$ cat src/rtl/bus_cycle_ctrl.sv
// 8085-style T1/T2/[TW]/T3 bus cycle sequencer for the multiplexed AD bus.
// Optional feature: define WAIT_TIMEOUT_EN to abort cycles stuck in TW after TIMEOUT_CYCLES.
module bus_cycle_ctrl #(
  parameter int TIMEOUT_CYCLES = 15
) (
  input  logic        clk,
  input  logic        rst,
  input  logic        req,
  input  logic        req_we,
  input  logic        req_io,
  input  logic        req_fetch,
  input  logic [15:0] req_addr,
  input  logic [7:0]  req_wdata,
  output logic        busy,
  output logic        ack,
  output logic [7:0]  rdata,
  output logic        err,
  input  logic        READY,
  output logic        ALE,
  output logic        S0,
  output logic        S1,
  output logic        IOMn,
  output logic        RDn,
  output logic        WRn,
  output logic        dbus_to_instr_reg,
  output logic [7:0]  haddress,
  output logic [7:0]  ad_out,
  output logic        ad_oe,
  input  logic [7:0]  ad_in
);

  typedef enum logic [2:0] {S_IDLE, S_T1, S_T2, S_TW, S_T3} state_t;
  typedef enum logic [1:0] {K_READ, K_WRITE, K_FETCH} kind_t;

  function automatic logic [1:0] status_of(input kind_t k);
    case (k)
      K_FETCH: return 2'b11;
      K_READ:  return 2'b10;
      default: return 2'b01;
    endcase
  endfunction

  state_t      state, state_d;
  kind_t       kind, kind_d;
  logic [7:0]  wdata_q, wdata_d;
  logic [1:0]  status, status_d;
  logic        ale_d, iomn_d, rdn_d, wrn_d, dbus_d, ad_oe_d, busy_d, ack_d;
  logic [7:0]  haddress_d, ad_out_d, rdata_d;
  logic        go_t3;

`ifdef WAIT_TIMEOUT_EN
  localparam int CW = ($clog2(TIMEOUT_CYCLES + 1) > 4) ? $clog2(TIMEOUT_CYCLES + 1) : 4;
  logic [CW-1:0] wait_cnt, wait_cnt_d;
  logic          timed_out, timed_out_d;
  logic          err_d;
`else
  assign err = 1'b0;
`endif

  assign S1 = status[1];
  assign S0 = status[0];

  // NOTE: every signal driven here gets its default first, so no path can infer a latch.
  always_comb begin
    state_d    = state;
    kind_d     = kind;
    wdata_d    = wdata_q;
    status_d   = status;
    ale_d      = ALE;
    iomn_d     = IOMn;
    rdn_d      = RDn;
    wrn_d      = WRn;
    dbus_d     = dbus_to_instr_reg;
    ad_oe_d    = ad_oe;
    haddress_d = haddress;
    ad_out_d   = ad_out;
    rdata_d    = rdata;
    ack_d      = 1'b0;
    go_t3      = 1'b0;
`ifdef WAIT_TIMEOUT_EN
    wait_cnt_d  = wait_cnt;
    timed_out_d = timed_out;
    err_d       = 1'b0;
`endif

    unique case (state)
      S_IDLE: begin
        if (req) begin
          kind_d     = req_fetch ? K_FETCH : (req_we ? K_WRITE : K_READ);
          wdata_d    = req_wdata;
          state_d    = S_T1;
          ale_d      = 1'b1;
          haddress_d = req_addr[15:8];
          ad_out_d   = req_addr[7:0];
          ad_oe_d    = 1'b1;
          status_d   = status_of(kind_d);
          iomn_d     = req_fetch ? 1'b0 : req_io;
        end
      end
      S_T1: begin
        state_d = S_T2;
        ale_d   = 1'b0;
`ifdef WAIT_TIMEOUT_EN
        wait_cnt_d  = '0;
        timed_out_d = 1'b0;
`endif
        if (kind == K_WRITE) begin
          ad_out_d = wdata_q;
          wrn_d    = 1'b0;
        end else begin
          ad_oe_d = 1'b0;
          rdn_d   = 1'b0;
        end
      end
      S_T2: begin
        if (READY) go_t3 = 1'b1;
        else       state_d = S_TW;
      end
      S_TW: begin
        if (READY) go_t3 = 1'b1;
`ifdef WAIT_TIMEOUT_EN
        // The count holds completed TW states; the last one allowed forces T3.
        else if (wait_cnt == CW'(TIMEOUT_CYCLES - 1)) begin
          go_t3       = 1'b1;
          timed_out_d = 1'b1;
        end else begin
          wait_cnt_d = wait_cnt + 1'b1;
        end
`endif
      end
      S_T3: begin
        state_d  = S_IDLE;
        rdn_d    = 1'b1;
        wrn_d    = 1'b1;
        ad_oe_d  = 1'b0;
        status_d = 2'b00;
        dbus_d   = 1'b0;
        ack_d    = 1'b1;
`ifdef WAIT_TIMEOUT_EN
        err_d = timed_out;
        if (kind != K_WRITE) rdata_d = timed_out ? 8'hFF : ad_in;
`else
        if (kind != K_WRITE) rdata_d = ad_in;
`endif
      end
      default: state_d = S_IDLE;
    endcase

    if (go_t3) begin
      state_d = S_T3;
      dbus_d  = (kind == K_FETCH);
    end
    busy_d = (state_d != S_IDLE);
  end

  // NOTE: sequential state uses non-blocking assignments so every register samples pre-edge values.
  always_ff @(posedge clk or posedge rst) begin
    if (rst) begin
      state             <= S_IDLE;
      kind              <= K_READ;
      wdata_q           <= '0;
      status            <= 2'b00;
      ALE               <= 1'b0;
      IOMn              <= 1'b0;
      RDn               <= 1'b1;
      WRn               <= 1'b1;
      dbus_to_instr_reg <= 1'b0;
      ad_oe             <= 1'b0;
      haddress          <= '0;
      ad_out            <= '0;
      rdata             <= '0;
      busy              <= 1'b0;
      ack               <= 1'b0;
    end else begin
      state             <= state_d;
      kind              <= kind_d;
      wdata_q           <= wdata_d;
      status            <= status_d;
      ALE               <= ale_d;
      IOMn              <= iomn_d;
      RDn               <= rdn_d;
      WRn               <= wrn_d;
      dbus_to_instr_reg <= dbus_d;
      ad_oe             <= ad_oe_d;
      haddress          <= haddress_d;
      ad_out            <= ad_out_d;
      rdata             <= rdata_d;
      busy              <= busy_d;
      ack               <= ack_d;
    end
  end

`ifdef WAIT_TIMEOUT_EN
  always_ff @(posedge clk or posedge rst) begin
    if (rst) begin
      wait_cnt  <= '0;
      timed_out <= 1'b0;
      err       <= 1'b0;
    end else begin
      wait_cnt  <= wait_cnt_d;
      timed_out <= timed_out_d;
      err       <= err_d;
    end
  end
`endif

endmodule
$ cat config.mk
export PLATFORM = sky130hd
export DESIGN_NAME = bus_cycle_ctrl
export DESIGN_NICKNAME = d
export VERILOG_FILES = /design/src/rtl/bus_cycle_ctrl.sv
export SDC_FILE = /design/constraint.sdc
export NUM_CORES = 1
export LEC_CHECK = 0
export ABC_AREA = 1
export BUFFER_PORTS_ARGS = -buffer_cell sky130_fd_sc_hd__buf_2
export CAP_MARGIN = 20
export CELL_PAD_IN_SITES_DETAIL_PLACEMENT = 1
export CELL_PAD_IN_SITES_GLOBAL_PLACEMENT = 1
export CORE_MARGIN = 5
export CORE_UTILIZATION = 35
export DETAILED_ROUTE_END_ITERATION = 8
export GPL_TIMING_DRIVEN = 0
export PLACE_DENSITY = 0.9
export SYNTH_ARGS = -nofsm -noshare
export SYNTH_HDL_FRONTEND = slang
export SYNTH_SLANG_ARGS = --single-unit
export TNS_END_PERCENT = 100
$ cat constraint.sdc
create_clock -name clk -period 1.6 [get_ports clk]
set_input_delay 0.32 -clock clk [delete_from_list [all_inputs] [get_ports clk]]
set_output_delay 0.32 -clock clk [all_outputs]
set_load 0.02 [all_outputs]
**After elaboration in Yosys (flattened, before gate mapping)**

Index checks and enable logic that the tools add are counted.

- Add/sub/neg operators: 0
- Multiply operators: 0
- Divide/modulo/power cells: 0
- $lt $le $gt $ge: 0
- Equality and inequality tests: 11
- Shifts and indexed selects: 0
- Muxes and demuxes: 25
- Bitwise gates (word level): 0
- Reduce and logical (&&, ||, !) cells: 17

Operators with widths:

| cell | count |
|---|---|
| $mux 8 | 2 |
| $pmux 8 s2 | 1 |
| $pmux 3 s4 | 1 |
| $reduce_and 2->1 | 6 |
| $mux 1 | 10 |
| $mux 3 | 3 |
| $pmux 2 s2 | 2 |
| $reduce_bool 2->1 | 4 |
| $eq 3x2->1 const B | 2 |
| $ne 2x2->1 const B | 3 |
| $pmux 1 s2 | 3 |
| $reduce_and 3->1 | 2 |
| $reduce_bool 3->1 | 2 |
| $eq 2x2->1 const B | 2 |
| $mux 2 | 2 |
| $eq 3x1->1 const B | 1 |
| $eq 3x3->1 const B | 1 |
| $logic_not 3->1 | 1 |
| $pmux 1 s3 | 1 |
| $eq 2x1->1 const B | 1 |
| $logic_not 2->1 | 1 |
| $ne 2x1->1 const B | 1 |
| $reduce_or 2->1 | 1 |

- Register bits after elaboration: 47
- Bits in latches: 0
- Bits in writable memories: 0
- Bits in read-only memories: 0
- Input port bits: 39
- Output and inout bits: 35
- Logic and storage cells: 68
- Memories kept: 0

**Depth between registers and ports, before layout**

Gate-level depths: netlist of run 1.

- Word-level depth: 6
- Gate-level depth with buffers: 7
- Depth with buffers taken out: 6

**Worst setup path after synthesis of run 1**

No wires, ideal clock.

- Kind: reg2reg
- From: register state[2]
- To: register ad_out[0]
- Arrival: 1.059 ns
- Required time: 1.483 ns
- Setup slack: 0.423 ns
- Cell stages (with the launch flop): 8
- Buffers on the path: 1
- Period minus slack after synthesis: 1.177 ns
- Cells stage by stage: dfrtp_1 -> nor2_4 -> nand2_1 -> buf_2 -> nand2_1 -> nand2_1 -> nand2_1 -> nand2_1

- Longest elaborated chain between the ends: 3
- Elaborated cells on any way between the ends: 7
- Those cells by class: eq/ne (3); mux (1); reduce/logical (3)

RTL lines:

| item | line | text |
|---|---|---|
| start, declared | 43 | `state_t state, state_d;` |
| start signal, assigned | 175 | `state <= state_d;` |
| $eq 3x1->1 / $logic_not 3->1 (equally long branches) | 86 | `unique case (state)` |
| $ne 2x2->1 (no source line) / $reduce_bool 2->1 (equally long branches) | n/a |  |
| $reduce_and 3->1 (no source line) | n/a |  |
| end signal, assigned | 186 | `ad_out <= ad_out_d;` |
| end, declared | 27 | `output logic [7:0] ad_out,` |

Parallel ways exist; a longest one is shown, timed or not.
A chain may end at the register's enable or synchronous reset.

**Worst setup path after layout of run 1**

- From: register state[2]
- To: register ad_out[4]

The elaborated chain is that of the path after synthesis.

==> flow_summary.toml, run 1 <==
[run_status]
status = "complete, no violations"

[yosys]
yosysWarnings = 0
synth_largest_area_cell = "dfrtp_1"
synth_seq_area_share_pct = 59.9
synthFlopType = "dfrtp_1"
synth_cells = 231
syn_avg_cell_area_sq_um = 8.52
synth_edf_count = 0
synthArstFlopShare_pct = 100
yosys-top-cells-area = "dfrtp_1 (57%), nand2_1 (23%), nand3_1 (4.3%)"
synth_seq_cells = 47
syn-num-nets = 270
synth_area_sq_mm = 0.00197
synth_cell_type_count = 18
synth_top_cell_area_share_pct = 57.2

[drt]
wl_per_cell_microns = 13.4
via_per_inst = 4.50
drt-initial-drc-count = 41
ant_nets = 0
dr.pass1.iters = 4
drt-total-wl_microns = 5150
via_count = 1731
drcViolationCount = 0

[cells_and_area]
fill_cells = 697
finalInstanceArea_sq_mm = 0.00258
finalNetCount = 351
drive_gt1_share_pct = 31.9
n_antenna_cell = 0
area_growth_pct = 31.3

[cts]
cts_tree = "built"
ctsLongestPathBuffers = 2
cts_made_buffers = 5
h-tree-depth = 2
clk_latency_ps = 300
post_cts_buffers = 0
clk_pin_slew_worst_paths_ps = 80
root_buffer = "clkbuf_8"
clock-sinks = 47

[global_routing]
overflow = 0
grt_max_degree = 39
grt_pass1_vias = 1841
grt_use_total_pct = 15.3
antenna_found_initial = 0
grt_first_pass_wirelength_microns = 8710

[floorplanning]
fp.dieH_microns = 85.0
die_w_microns = 85.0
die-area_sq_mm = 0.00722
coreArea_sq_mm = 0.00547
core.rowCount = 27
ioPinCount = 74
start_util_pct = 36.0

[sta]
grt_setup_unrepaired = "false"
max_freq_mhz = 708
final_hold_viol_count = 0
layout_min_cycle_time_ps = 1410
skew_ps = 9.94
min_period_over_period_pct = 88.3
setup_viol = 0
final_max_slew_viol_count = 0

[worst_hold_path]
hp-class = "in2reg"

[setup_path]
crit_required_ps = 1780
cp-end-kind = "flop"
cp-start-kind = "flop"
critical_path_arrival_ps = 1600
crit_path_max_fanout = 10
critical_path_class = "reg2reg"

[placed_design]
place_area_sq_mm = 0.00244
routabilityCongestion = 0.791
hpwl_microns = 3930
io_buffers = 72

[power_and_ir_drop]
p_leak_nw = 1.47
power.density_mw_per_mm2 = 2060
ir_worst_vdd_uv = 833
p_total_mw = 5.33

[run]
maxCapViolCount = 0
==> timing repair <==
action | 4_1_cts | 5_1_grt
resized for setup | 0 | 1
setup endpoints to repair | 0 | 1
hold buffers | 1 | 0
hold endpoints to repair | 9 | 0
==> layout make-up <==
class	instances	area, sq um	area share (%)
Sequential cell	47	1180	45.6
Clock inverter	2	60.1	2.32
Clock buffer	6	72.6	2.81
Timing Repair Buffer	74	390	15.1
Inverter	10	37.5	1.45
Multi-Input combinational cell	165	706	27.3
Tap cell	72	90.1	3.49
Buffer	9	48.8	1.89
==> cells in the mapped netlist (2+ instances only) <==
cell type and instances:
o21ai_1 4, o21ai_0 14, inv_2 2, buf_4 2
dfstp_2 2, nor2_1 5, nor2_4 2, inv_1 8
buf_2 6, dfrtp_1 45, nand2_1 118, nand3_1 17
==> cell usage in the layout (no fill, tap or decap), types with 3 or more instances in the layout <==
master,n
clkbuf_8,5
o21ai_0,14
nor2_1,4
inv_2,3
dfrtp_1,45
inv_1,7
nand3_1,17
nand2_1,118
buf_2,78
o21ai_1,4
==> power breakdown <==
| group | switching, mW | total (mW) | leakage [nW] | internal [mW] |
|---|---|---|---|---|
| sequential | 0.314 | 2.07 | 0.579 | 1.75 |
| clock | 0.386 | 1.01 | 0.0654 | 0.624 |
| combinational | 1.51 | 2.25 | 0.829 | 0.740 |
==> kinds of logic after synthesis <==
kind of cell	after synthesis	share of synthesized area (%)
AO/OA/AOI/OAI	18	4.58
other	1	0.191
buffers and inverters	19	4.39
AND/OR/NAND/NOR	146	31.0
flip-flops	47	59.9
==> layer usage <==
layer | GRT usage, % | part of all wire, % | up-vias
li1 | - | - | 880
met1 | 17.7 | 41 | 801
met2 | 27.3 | 51 | 45
met3 | 4.47 | 6.7 | 5
met4 | 4.32 | 1.3 | 0
met5 | 0 | 0 | -
==> critical path, stage by stage, from the launching register on <==
cell and delay, ps:
dfrtp_1 460, nor2_4 250, nand2_1 100, buf_2 200, nand2_1 80, nand2_1 60
nand2_1 90, nand2_1 60
==> stage by stage <==
stage               hold WS (ps)  util [%]  setup WS, ps  setup TNS (ps)  cells
floorplan                    430         -           167               0    231
global placement             450      44.2          -444          -19990    375
detailed placement           254      44.6           213               0    376
CTS                          198      47.2           114               0    385
global route                 211      47.2          54.2               0    385
finish                       207      47.2           188               0    385
==> final timing paths <==
path	start	to	slack, ps	cells past startpoint
max	state[2]	ad_out[4]	190	7
min	req_addr[13]	haddress[5]	210	3
max reg2reg	state[2]	ad_out[4]	190	7
min reg2reg	WRn	WRn	470	2
max in group asynchronous	rst	WRn	570	4
min in group asynchronous	rst	haddress[5]	490	3
Power figures use the tool's default switching activity.
==> run 2: changes to the inputs <==
--- a/config.mk
+++ b/config.mk
@@ -5,13 +5,12 @@
 export SDC_FILE = /design/constraint.sdc
 export NUM_CORES = 1
 export LEC_CHECK = 0
-export ABC_AREA = 1
 export BUFFER_PORTS_ARGS = -buffer_cell sky130_fd_sc_hd__buf_2
 export CAP_MARGIN = 20
 export CELL_PAD_IN_SITES_DETAIL_PLACEMENT = 1
 export CELL_PAD_IN_SITES_GLOBAL_PLACEMENT = 1
 export CORE_MARGIN = 5
-export CORE_UTILIZATION = 35
+export CORE_UTILIZATION = 37
 export DETAILED_ROUTE_END_ITERATION = 8
 export GPL_TIMING_DRIVEN = 0
 export PLACE_DENSITY = 0.9
==> flow_summary.toml, run 2 <==
[run_status]
status = "finished with violations"
violations = "hold timing"

[drt]
ant_nets = 0
dr.pass1.iters = 4
drcViolationCount = 0
via_count = 1572
drt-initial-drc-count = 41
wl_per_cell_microns = 15.8
via_per_inst = 4.76
drt-total-wl_microns = 5210

[global_routing]
grt_first_pass_wirelength_microns = 8330
grt_pass1_vias = 1612
grt_use_total_pct = 15.0
antenna_found_initial = 0
grt_max_degree = 30
overflow = 0

[floorplanning]
start_util_pct = 38.4
fp.dieH_microns = 83.3
ioPinCount = 74
core.rowCount = 26
die_w_microns = 83.3
die-area_sq_mm = 0.00693
coreArea_sq_mm = 0.00517

[setup_path]
path_cells = "buf_6, or3b_4, inv_6, nand2_8, mux2_4"
crit_slowest_cell = "or3b_4"
crit_required_ps = 1780
reg2reg_depth = 5
r2r_slack_ps = 40
critical_path_arrival_ps = 1740
slowest_delay_ps = 440
r2r-end = "rdata[0]"
regToRegStartpoint = "state[1]"
cp-start-kind = "flop"
cp-end-kind = "flop"
critical_path_class = "reg2reg"
crit_path_max_fanout = 9

[sta]
fin_ws_ps = 41.8
final_hold_viol_count = 1
setup_viol = 0
skew_ps = 10.6
hold_slack_ps = -0.196
grt_setup_unrepaired = "false"
min_period_over_period_pct = 97.4
layout_min_cycle_time_ps = 1560
max_freq_mhz = 642
final_max_slew_viol_count = 0

[cts]
cts_made_buffers = 5
holdBufCountCts = 0
ctsLongestPathBuffers = 2
cts_tree = "built"
h-tree-depth = 2
root_buffer = "clkbuf_8"
clock-sinks = 47
clk_pin_slew_worst_paths_ps = 100
clk_latency_ps = 300

[yosys]
synthFlopType = "dfrtp_1"
syn_avg_cell_area_sq_um = 11.2
synth_cells = 178
synthArstFlopShare_pct = 100
synth_seq_cells = 47
synth_common_cells = "nand2_1 (57), dfrtp_1 (45), nand2b_1 (10)"
syn-num-nets = 217
synth_largest_area_cell = "dfrtp_1"
synth_seq_area_share_pct = 59.4
synth_edf_count = 0
synth_cell_type_count = 32
synth_top_cell_area_share_pct = 56.7
yosys-top-cells-area = "dfrtp_1 (57%), nand2_1 (11%), mux2_4 (6.0%)"
synth_area_sq_mm = 0.00199
yosysMostFrequentCell = "nand2_1"
yosysWarnings = 0

[cells_and_area]
drive_gt1_share_pct = 46.2
finalInstanceArea_sq_mm = 0.00258
final-seq-area_sq_mm = 0.00118
area_growth_pct = 29.7
final_cell_mix = "buf_2 (75), nand2_1 (57), dfrtp_1 (45)"
multiInputGateArea_sq_um = 747
fill_cells = 625
n_antenna_cell = 0
final_common_cell = "buf_2"
finalNetCount = 298

[placed_design]
io_buffers = 72
pre_cts_slack_ps = -71.6
place_area_sq_mm = 0.00245
hpwl_microns = 3770
routabilityCongestion = 0.738

[worst_hold_path]
hp-class = "in2async"

[run]
maxCapViolCount = 0

[power_and_ir_drop]
p_leak_nw = 1.34
ir_worst_vdd_uv = 843
power.density_mw_per_mm2 = 2070
[run 2: layout make-up]
cell class | instances | share of cell area [%]
tap | 70 | 3.40
clock buffer | 6 | 3.21
buffer | 8 | 2.33
timing repair buffer | 73 | 14.8
sequential | 47 | 45.8
multi-input combinational | 119 | 29.0
inverter | 5 | 0.923
clock inverter | 2 | 0.631
[run 2: report_power, final]
part | internal [mW] | switching, mW
Combinational | 1.01 | 1.44
Clock | 0.353 | 0.418
Sequential | 1.77 | 0.338
Total | 3.13 | 2.20
[run 2: worst max-delay path by stage]
stage	start	end	slack, ps	cells after the start
floorplan	state[1]	rdata[0]	110	5
detailed placement	state[2]	ad_out[1]	-70	4
global route	state[0]	rdata[0]	4	4
finish	state[1]	rdata[0]	40	5
CTS	state[1]	haddress[1]	20	6
global placement	rst	haddress[3]	-440	2
[run 2: what timing repair did]
action                                  CTS  global route
buffers inserted                          0             0
endpoints found under the setup margin    8            28
pin swaps                                 0             1
endpoints found under the hold margin     0             0
gates cloned                              0             1
resized for setup                         1             3
[run 2: critical path: cells and delay by family, from the launching register on]
kind	cells	cell delay (ps)
buf+inv	2	230
mux	1	310
simple gates	2	530
flops	1	380
[run 2: cell families after synthesis]
logic type / Yosys count / synth area share (%)
compound gates: 21 / 8.76
buf+inv: 13 / 4.22
flops: 47 / 59.4
mux: 8 / 6.05
other cells: 1 / 0.189
simple gates: 88 / 21.4
[run 2: metrics by stage]
step	power, mW	hold slack, ps	cells	setup TNS, ps	util [%]
3_5_place_dp	4.56	344	321	-508	47.4
6_report	5.33	-0.196	330	0	49.8
5_1_grt	5.69	33.4	330	0	49.8
4_1_cts	5.35	8.80	329	0	49.4
2_1_floorplan	3.72	415	178	0	-
3_3_place_gp	4.42	448	320	-19730	47.0
[run 2: metal layers]
| layer | routed length [microns] | GRT usage [%] | part of all wire (%) | up-vias |
|---|---|---|---|---|
| li1 | - | - | - | 748 |
| met1 | 2290 | 18.8 | 44 | 763 |
| met2 | 2580 | 25.8 | 49 | 54 |
| met3 | 295 | 3.96 | 5.7 | 7 |
| met4 | 46 | 3.12 | 0.88 | 0 |
| met5 | 0 | 0 | 0 | - |
